## src/rtl/dmem_arbiter.sv

```systemverilog
// -----------------------------------------------------------------------------
// dmem_arbiter
//
// Shares one data_memory port between the CPU MEM stage and a debug/loader
// master. The CPU normally wins. A debug request that has been refused for
// MAX_WAIT cycles preempts the CPU for one beat. A debug beat carrying dbg_lock
// may open a locked burst, which holds the memory for at most MAX_BURST
// accepted beats. While the debug side owns the port, the CPU is told to hold
// through cpu_stall.
//
// Ports
//   clk, resetn                     clock, asynchronous active-low reset
//   cpu_req/cpu_wr_en/cpu_mem_op    CPU access request, store flag, size/sign
//   cpu_addr/cpu_wdata              CPU address and store data
//   cpu_rdata                       load data to the CPU (0 when refused)
//   cpu_stall                       CPU access refused this cycle
//   dbg_req/dbg_wr_en/dbg_lock      debug request, write flag, burst lock
//   dbg_mem_op/dbg_addr/dbg_wdata   debug size/sign, address, write data
//   dbg_gnt                         debug beat accepted when dbg_req && dbg_gnt
//   dbg_rvalid/dbg_rdata            registered debug read data
//   mem_wr_en/mem_op/mem_addr/
//   mem_data_in/mem_data_out        data_memory port
// -----------------------------------------------------------------------------
package control_types_pkg;
    typedef enum logic [2:0] {
        MEM_B  = 3'd0,
        MEM_H  = 3'd1,
        MEM_W  = 3'd2,
        MEM_BU = 3'd3,
        MEM_HU = 3'd4
    } mem_op_t;
endpackage

module dmem_arbiter
    import control_types_pkg::*;
#(
    parameter int MAX_WAIT  = 4,
    parameter int MAX_BURST = 8
) (
    input  logic        clk,
    input  logic        resetn,
    input  logic        cpu_req,
    input  logic        cpu_wr_en,
    input  mem_op_t     cpu_mem_op,
    input  logic [31:0] cpu_addr,
    input  logic [31:0] cpu_wdata,
    output logic [31:0] cpu_rdata,
    output logic        cpu_stall,
    input  logic        dbg_req,
    input  logic        dbg_wr_en,
    input  logic        dbg_lock,
    input  mem_op_t     dbg_mem_op,
    input  logic [31:0] dbg_addr,
    input  logic [31:0] dbg_wdata,
    output logic        dbg_gnt,
    output logic        dbg_rvalid,
    output logic [31:0] dbg_rdata,
    output logic        mem_wr_en,
    output mem_op_t     mem_op,
    output logic [31:0] mem_addr,
    output logic [31:0] mem_data_in,
    input  logic [31:0] mem_data_out
);

    localparam int WAIT_W  = $clog2(MAX_WAIT + 1);
    localparam int BURST_W = $clog2(MAX_BURST + 1);
    localparam logic [WAIT_W-1:0]  WAIT_LIMIT = WAIT_W'(MAX_WAIT);
    localparam logic [BURST_W-1:0] BURST_LAST = BURST_W'(MAX_BURST - 1);
    // A single-beat burst limit makes locking pointless: never leave CPU_OWN.
    localparam bit BURST_ENABLE = (MAX_BURST > 1);

    typedef enum logic {
        CPU_OWN = 1'b0,
        DBG_OWN = 1'b1
    } state_t;

    state_t               state_reg, state_next;
    logic [WAIT_W-1:0]    wait_cnt_reg, wait_cnt_next;
    logic [BURST_W-1:0]   burst_cnt_reg, burst_cnt_next;
    logic                 dbg_rvalid_reg;
    logic [31:0]          dbg_rdata_reg;
    logic                 dbg_acc;
    logic                 in_burst;

    assign in_burst = (state_reg == DBG_OWN);

    // Grant / stall decision. Inside a locked burst the debug side is always
    // granted; otherwise it only gets in when the CPU is idle or the debug
    // request has been starved long enough.
    always_comb begin
        dbg_gnt   = in_burst || !cpu_req || (wait_cnt_reg == WAIT_LIMIT);
        dbg_acc   = dbg_req && dbg_gnt;
        cpu_stall = cpu_req && (in_burst || dbg_acc);
    end

    // Memory port mux. A refused CPU store is masked so it never lands.
    always_comb begin
        if (dbg_acc) begin
            mem_wr_en   = dbg_wr_en;
            mem_op      = dbg_mem_op;
            mem_addr    = dbg_addr;
            mem_data_in = dbg_wdata;
        end else begin
            mem_wr_en   = cpu_req && cpu_wr_en && !cpu_stall;
            mem_op      = cpu_mem_op;
            mem_addr    = cpu_addr;
            mem_data_in = cpu_wdata;
        end
        cpu_rdata = (dbg_acc || cpu_stall) ? 32'd0 : mem_data_out;
    end

    // Next-state logic for ownership, starvation counter and burst length.
    always_comb begin
        state_next     = state_reg;
        burst_cnt_next = burst_cnt_reg;
        wait_cnt_next  = wait_cnt_reg;

        // Any acceptance or an idle debug side restarts the starvation count,
        // so after a burst a waiting CPU access wins the following cycle.
        if (dbg_acc || !dbg_req) begin
            wait_cnt_next = '0;
        end else if (wait_cnt_reg != WAIT_LIMIT) begin
            wait_cnt_next = wait_cnt_reg + 1'b1;
        end

        case (state_reg)
            CPU_OWN: begin
                if (BURST_ENABLE && dbg_acc && dbg_lock) begin
                    state_next     = DBG_OWN;
                    burst_cnt_next = BURST_W'(1);
                end
            end
            DBG_OWN: begin
                // The beat that brings the count to MAX_BURST is still
                // accepted, but ownership returns to the CPU at that edge.
                if (!dbg_req || !dbg_lock ||
                    (dbg_acc && (burst_cnt_reg == BURST_LAST))) begin
                    state_next     = CPU_OWN;
                    burst_cnt_next = '0;
                end else if (dbg_acc) begin
                    burst_cnt_next = burst_cnt_reg + 1'b1;
                end
            end
            default: begin
                state_next     = CPU_OWN;
                burst_cnt_next = '0;
            end
        endcase
    end

    always_ff @(posedge clk or negedge resetn) begin
        if (!resetn) begin
            state_reg      <= CPU_OWN;
            wait_cnt_reg   <= '0;
            burst_cnt_reg  <= '0;
            dbg_rvalid_reg <= 1'b0;
            dbg_rdata_reg  <= '0;
        end else begin
            state_reg     <= state_next;
            wait_cnt_reg  <= wait_cnt_next;
            burst_cnt_reg <= burst_cnt_next;
            if (dbg_acc && !dbg_wr_en) begin
                dbg_rvalid_reg <= 1'b1;
                dbg_rdata_reg  <= mem_data_out;
            end else begin
                dbg_rvalid_reg <= 1'b0;
            end
        end
    end

    assign dbg_rvalid = dbg_rvalid_reg;
    assign dbg_rdata  = dbg_rdata_reg;

endmodule

```

## config.mk

```make
export PLATFORM = sky130hd
export DESIGN_NAME = dmem_arbiter
export DESIGN_NICKNAME = d
export VERILOG_FILES = /design/src/rtl/dmem_arbiter.sv
export SDC_FILE = /design/constraint.sdc
export NUM_CORES = 1
export LEC_CHECK = 0
export ABC_AREA = 1
export CAP_MARGIN = 40
export CORE_AREA = 2 2 120 122
export DETAILED_ROUTE_END_ITERATION = 12
export DIE_AREA = 0 0 122 124
export SKIP_CTS_REPAIR_TIMING = 1
export SYNTH_ARGS = -nofsm -noshare
export SYNTH_HDL_FRONTEND = slang
export SYNTH_SLANG_ARGS = --single-unit
```

## constraint.sdc

```tcl
create_clock -name clk -period 1.7 [get_ports clk]
set_clock_uncertainty 0.05 [all_clocks]
set_input_delay 0.17 -clock clk [delete_from_list [all_inputs] [get_ports clk]]
set_output_delay 0.17 -clock clk [all_outputs]
set_load 0.01 [all_outputs]
```

Word-level counts from Yosys, hierarchy flattened
Index checks and enable logic that the tools add are counted.
{ "word_totals": {"reg_bits": 41, "input_bits": 173, "output_inout_bits": 135, "wordCells": 49} }
{ "op_classes": {"addsub": 2, "n_eq_ne": 5, "muxes": 15, "n_bitwise": 1, "n_reduce_logical": 21} }
{ "op_table": {"columns": ["cell", "count"], "rows": [
  ["$mux W32", 3],
  ["$mux W4", 3],
  ["$mux W3", 3],
  ["$pmux W4 S2", 1],
  ["$logic_and A1 B1 Y1", 7],
  ["$logic_or A1 B1 Y1", 7],
  ["$logic_not A1 Y1", 5],
  ["$add A4 B1 Y4 const B", 1],
  ["$eq A4 B3 Y1 const B", 1],
  ["$mux W1", 4],
  ["$add A3 B1 Y3 const B", 1],
  ["$eq A3 B3 Y1 const B", 1],
  ["$ne A3 B1 Y1 const B", 1],
  ["$ne A3 B3 Y1 const B", 1],
  ["$ne A2 B2 Y1 const B", 1],
  ["$pmux W1 S2", 1],
  ["$reduce_and A2 Y1", 1],
  ["$reduce_bool A2 Y1", 1],
  ["$not A1 Y1", 1]
]} }

Depth between registers and ports, before layout
Gate-level depths: netlist of the first run.
{ "depth": {"ltp_word": 9, "depth_mapped": 9, "ltp_nobuf": 9} }

Worst setup path before layout of the first run
OpenSTA, ideal clock, no wires.
{ "synth_timing": {"path_type": "flip-flop to output port", "startpoint": "reg wait_cnt_reg[0]", "endpoint": "out mem_addr[28]", "t_arrival_ns": 1.275, "slack_ns": 0.205, "stages_incl_launch_ff": 10, "path_cell_list": "dfrtp_1 -> inv_1 -> ha_1 -> nand2_1 -> nand3_2 -> nand2_2 -> buf_4 -> buf_6 -> nand2_1 -> nand2_1"} }
{ "synth_between": {"elab_chain_cells": 4} }
{ "synth_lines": {"columns": ["element", "line_no", "rtl"], "rows": [
  ["start, declared", "78", "logic [WAIT_W-1:0] wait_cnt_reg, wait_cnt_next;"],
  ["start signal, assigned", "160", "wait_cnt_reg <= wait_cnt_next;"],
  ["$eq A3 B3 Y1", "91", "dbg_gnt = in_burst || !cpu_req || (wait_cnt_reg == WAIT_LIMIT);"],
  ["$logic_or A1 B1 Y1", "91", null],
  ["$logic_and A1 B1 Y1", "92", "dbg_acc = dbg_req && dbg_gnt;"],
  ["$mux W32", "98", "if (dbg_acc) begin"],
  ["end, declared", "60", "output logic [31:0] mem_addr,"]
]} }
No other way between the ends.

Final worst setup path of the first run
{ "layout_timing": {"startpoint": "reg wait_cnt_reg[0]", "endpoint": "out cpu_rdata[27]"} }
{ "layout_between": {"elab_chain_cells": 7} }
{ "layout_lines": {"columns": ["element", "line_no", "rtl"], "rows": [
  ["$eq A3 B3 Y1 *", "91", null],
  ["$logic_or A1 B1 Y1 *", "91", null],
  ["$logic_and A1 B1 Y1 *", "92", null],
  ["$logic_or A1 B1 Y1", "93", "cpu_stall = cpu_req && (in_burst || dbg_acc);"],
  ["$logic_and A1 B1 Y1", "93", null],
  ["$logic_or A1 B1 Y1 *", "109", "cpu_rdata = (dbg_acc || cpu_stall) ? 32'd0 : mem_data_out;"],
  ["$mux W32 *", "109", null],
  ["end, declared", "47", "output logic [31:0] cpu_rdata,"]
]} }
Mark *: on every way between the ends. The rest lies on a longest branch, timed or not.

==> results of run 1 <==
through the flow:
stage / power [mW] / cells / util
2_1_floorplan: 2.10 / 460 / -
3_3_place_gp: 3.50 / 934 / 0.456
3_5_place_dp: 3.53 / 934 / 0.456
4_1_cts: 4.66 / 942 / 0.468
5_1_grt: 4.90 / 956 / 0.473
6_report: 4.62 / 956 / 0.473
Yosys cell counts (all sizes together):
cell type  instances  area share
nor3b              1      0.0025
clkbuf             2      0.0025
buf               31       0.073
xnor2              1      0.0030
a21oi              4      0.0068
nand3b             1      0.0038
nand3             71        0.12
ha                 3       0.013
o21ai             36       0.080
inv               44       0.056
nor3               2      0.0034
dfrtp             41        0.35
nor2              34       0.043
nand4              1      0.0021
nand2            188        0.24
cells by family (layout without fill, tap and decap cells):
kind of cell / after synthesis / count (layout) / share of synthesized area
compound gates: 40 / 40 / 0.0871
xor+xnor: 1 / 1 / 0.00297
flops: 41 / 41 / 0.348
simple gates: 298 / 298 / 0.418
fa+ha+maj: 3 / 3 / 0.0127
buf+inv: 77 / 393 / 0.131
placed cells by master (no fill, tap or decap), types with 7 or more instances in the layout:
cell,Yosys,final
clkdlybuf4s50_1,0,203
nand2_1,187,171
nand3_1,70,69
clkbuf_2,0,63
inv_1,43,43
dfrtp_1,41,41
nor2_1,34,21
o21ai_2,15,18
buf_2,12,18
buf_6,7,17
nand2_2,1,16
buf_4,8,16
o21ai_1,16,14
clkbuf_16,0,10
buf_12,0,9
nor2_2,0,8
dlymetal6s2s_1,0,7
worst max-delay path, cell delays in order, from the launching register on:
cell	delay, ps
dfrtp_1	380
inv_1	60
ha_2	170
nand2_2	60
nand3_4	140
nand2_8	90
buf_6	130
o21ai_4	100
clkbuf_16	240
nor2_2	40
buf_2	130
area by class of cell:
| cell class | count | area [µm²] |
|---|---|---|
| clock buffer | 5 | 125 |
| clock inverter | 3 | 46.3 |
| fill | 1408 | 7230 |
| multi-input combinational | 342 | 1700 |
| tap | 180 | 225 |
| sequential | 41 | 1030 |
| timing repair buffer | 341 | 3190 |
| inverter | 44 | 165 |
path summary, 6_finish.rpt:
path,start,cells after the start,slack (ps),endpoint
hold reg to reg,dbg_rdata[30],2,430,dbg_rdata[30]
hold / removal,resetn,2,370,dbg_rdata[9]
setup / recovery,wait_cnt_reg[0],10,-330,cpu_rdata[27]
min in group clk,dbg_req,4,390,wait_cnt_reg[1]
max in group asynchronous,resetn,3,650,dbg_rdata[21]
setup reg to reg,wait_cnt_reg[0],10,-80,dbg_rdata[4]
power breakdown:
| group | internal [mW] | leakage (nW) | switching [mW] | total, mW |
|---|---|---|---|---|
| sequential | 1.15 | 0.519 | 0.104 | 1.25 |
| clock | 0.695 | 0.0800 | 0.397 | 1.09 |
| combinational | 1.24 | 2.73 | 1.04 | 2.28 |
metal layers:
layer | vias to the layer above | GRT usage
met3 | 13 | 0.0339
met2 | 148 | 0.306
met5 | - | 0
met1 | 1901 | 0.183
li1 | 2061 | -
met4 | 0 | 0.0438
==> results.sh, run 1 <==
export IMPL_status="complete, but fails checks"
export IMPL_violations="negative setup slack"
export IMPL_setup_violations=126
export IMPL_syn_inst=460
export IMPL_yosys_warnings=0
export IMPL_hold_violations=0
export IMPL_die_area_um2=15100
export IMPL_worstMarginPinSlew_ps=569
export IMPL_period_minus_slack_ps=2030
export IMPL_clkTransAtPathRegs_ps=60
export IMPL_port_buffers=307
export IMPL_grtUsageTotal=0.162
export IMPL_cts_made_buffers=5
export IMPL_first_pass_iters=4
export IMPL_clock_root_buffer="clkbuf_16"
export IMPL_synth_cell_types=23
export IMPL_ir_worst_vdd_v=0.000444
export IMPL_wl_met2_um=8010
export IMPL_final_max_slew_viol_count=0
export IMPL_io_pins=308
export IMPL_drt_iter0_drc=178
export IMPL_syn_area_um2=2950
export IMPL_synth_nets=636
export IMPL_initial_core_util=0.215
export IMPL_largest_reg_flops=32
export IMPL_grt_max_degree=61
export IMPL_overflow=0
export IMPL_critPathLaunchType="flip-flop"
export IMPL_hold_slack_ps=371
export IMPL_die_h_um=124
export IMPL_worstSkewPairLatency_ps=280
export IMPL_detailroute_via_count=4123
export IMPL_relSlewSlack=0.621
export IMPL_seq_area_frac_synth=0.348
export IMPL_syn2layout_area_growth_pct=120
export IMPL_h_tree_depth=2
export IMPL_leakagePower_nw=3.33
export IMPL_antenna_found_initial=0
export IMPL_wl_um=14500
export IMPL_diodes=0
export IMPL_avgRoutedWirePerCell_um=15.1
export IMPL_critPathMaxFanout=8
export IMPL_avgSynthCellArea_um2=6.41
export IMPL_hold_class="in -> async"
export IMPL_arrival_ps=1810
export IMPL_dp_slack_ps=-453
export IMPL_grt_setup_unrepaired="yes"
export IMPL_worstPathRequired_ps=1480
export IMPL_drive_gt1_frac=0.249
export IMPL_cts_tree="done"
export IMPL_max_cap_violations=0
export IMPL_worstSetupPathType="reg -> out"
export IMPL_antenna_left=0
export IMPL_worst_slack_ps=-328
export IMPL_fin_crit_sh=1.19
export IMPL_drt_met1_wl_um=5460
export IMPL_drc=0
export IMPL_finalSetupTns_ps=-25040
export IMPL_ys_ff_latch=41
export IMPL_dpl_cell_area_um2=6250
export IMPL_dp_hpwl_um=11200
export IMPL_nets=951
export IMPL_wl_met3_um=780
export IMPL_grt_pass1_vias=3767
export IMPL_gp_congestion=0.794
export IMPL_design_area_um2=6480
export IMPL_core_area_um2=13700
export IMPL_std_cell_rows=43
export IMPL_vias_per_cell=4.31
export IMPL_die_w_um=122
export IMPL_highest_layer="met4"
export IMPL_fmax_mhz=493
export IMPL_p_per_area_nw_per_um2=713
export IMPL_worstSetupEndpointType="output port"
export IMPL_clock_sinks=41
export IMPL_grt_first_pass_wirelength_um=19200
export IMPL_cts_buffer_depth=2
Power figures use the tool's default switching activity.
==> inputs of run 2 (changes only) <==
MAX_ROUTING_LAYER = met4   (was default)
SKIP_CTS_REPAIR_TIMING = default   (was 1)
==> run 2 against run 1 <==
Against the previous run: the run still ends with negative setup slack left; critical path depth grew 1; final cell count grew 3.0%; hold slack lost 0.54 ps; die area is the same; clock power is essentially flat; register-to-register slack lost 70 ps; maximum frequency shrank 1.6%.
==> results.sh, run 2 (same netlist as run 1, synthesis figures left out) <==
export IMPL_status="complete, but fails checks"
export IMPL_violations="negative setup slack"
export IMPL_dp_hpwl_um=11200
export IMPL_largest_reg_flops=32
export IMPL_ir_worst_vdd_v=0.000458
export IMPL_clock_sinks=41
export IMPL_hold_violations=0
export IMPL_grtUsageTotal=0.194
export IMPL_worstSkewPairLatency_ps=280
export IMPL_period_minus_slack_ps=2060
export IMPL_hold_class="in -> async"
export IMPL_grt_max_degree=61
export IMPL_nets=980
export IMPL_cts_buffer_depth=2
export IMPL_cts_tree="done"
export IMPL_worstSetupPathType="reg -> out"
export IMPL_leakagePower_nw=3.65
export IMPL_critPathMaxFanout=5
export IMPL_grt_first_pass_wirelength_um=22100
export IMPL_worstMarginPinSlew_ps=567
export IMPL_arrival_ps=1840
export IMPL_detailroute_via_count=4388
export IMPL_die_w_um=122
export IMPL_initial_core_util=0.215
export IMPL_worst_slack_ps=-362
export IMPL_gp_congestion=0.805
export IMPL_port_buffers=307
export IMPL_setup_violations=134
export IMPL_clock_root_buffer="clkbuf_16"
export IMPL_most_common_layout_cells="203 x clkdlybuf4s50_1, 122 x nand2_1, 59 x buf_2, 58 x buf_6, 51 x nand2_2"
export IMPL_fmax_mhz=485
export IMPL_final_common_cell="clkdlybuf4s50_1"
export IMPL_drc=0
export IMPL_dpl_cell_area_um2=6250
export IMPL_die_area_um2=15100
export IMPL_fin_crit_sh=1.21
export IMPL_dp_slack_ps=-453
export IMPL_syn2layout_area_growth_pct=154
export IMPL_critPathLaunchType="flip-flop"
export IMPL_p_per_area_nw_per_um2=689
export IMPL_antenna_found_initial=0
export IMPL_drt_iter0_drc=208
export IMPL_drive_gt1_frac=0.395
export IMPL_core_area_um2=13700
export IMPL_avgRoutedWirePerCell_um=16.4
export IMPL_grt_setup_unrepaired="yes"
export IMPL_die_h_um=124
export IMPL_first_pass_iters=4
export IMPL_relSlewSlack=0.622
export IMPL_std_cell_rows=43
export IMPL_worstPathRequired_ps=1480
export IMPL_worstSetupEndpointType="output port"
export IMPL_cts_made_buffers=5
export IMPL_max_cap_violations=0
export IMPL_h_tree_depth=2
export IMPL_antenna_left=0
export IMPL_wl_um=16100
export IMPL_clkTransAtPathRegs_ps=70
export IMPL_hold_slack_ps=370
export IMPL_final_max_slew_viol_count=0
export IMPL_grt_pass1_vias=4255
export IMPL_vias_per_cell=4.45
export IMPL_design_area_um2=7500
export IMPL_overflow=0
export IMPL_diodes=0
export IMPL_io_pins=308
[run 2: worst paths after layout]
path / start / to / slack, ps / cells after the start
hold reg to reg: dbg_rdata[21] / dbg_rdata[21] / 430 / 2
setup / recovery: wait_cnt_reg[0] / mem_addr[24] / -360 / 11
max in group asynchronous: resetn / dbg_rvalid / 650 / 3
min in group clk: mem_data_out[2] / dbg_rdata[2] / 400 / 3
setup reg to reg: wait_cnt_reg[0] / dbg_rdata[15] / -150 / 12
hold / removal: resetn / dbg_rdata[9] / 370 / 2
[run 2: stage by stage]
stage	power (mW)	instances	setup TNS (ps)	util
2_1_floorplan	2.10	460	0	-
3_3_place_gp	3.50	934	-41800	0.456
3_5_place_dp	3.53	934	-45900	0.456
4_1_cts	4.93	983	-35750	0.512
5_1_grt	5.44	985	-41130	0.546
6_report	5.17	985	-30580	0.546
[run 2: what timing repair did]
action,in CTS,in global routing
endpoints found under the hold margin,21,0
gates resized for setup,474,189
hold buffers,1,0
setup endpoints to repair,134,139
cloned,13,4
pin swaps,28,26
setup buffers,27,8
[run 2: metal layers]
| metal | global-route usage | vias to the layer above | share of wire |
|---|---|---|---|
| met2 | 0.361 | 170 | 0.56 |
| met3 | 0.0243 | 23 | 0.050 |
| met1 | 0.217 | 2064 | 0.37 |
| met4 | 0.0603 | 0 | 0.020 |
| li1 | - | 2131 | - |
| met5 | - | - | 0 |
[run 2: layout make-up]
class / count / area [µm²]
multi-input cells: 342 / 2120
repair buffers: 370 / 3790
clock inverters: 3 / 46.3
clock buffers: 5 / 125
inverters: 44 / 165
flip-flops and latches: 41 / 1030
fillers: 1286 / 6220
well taps: 180 / 225
[run 2: report_power, final]
part           switching [mW]  internal (mW)  total (mW)
Clock                   0.407          0.695        1.10
Sequential              0.135           1.15        1.28
Combinational            1.22           1.57        2.78
[run 2: worst max-delay path: stages (launching register included)]
cell	delay (ps)
dfrtp_1	350
inv_1	50
ha_2	180
nand2_2	70
nand3_4	120
buf_8	180
buf_12	130
buf_16	130
buf_12	120
nand3_2	50
nand2_1	50
buf_2	140
==> inputs of run 3 (changes only) <==
SLEW_MARGIN = 40   (was default)
==> results of run 3 <==
Final layout, timing and power as in run 2 (identical DEF).
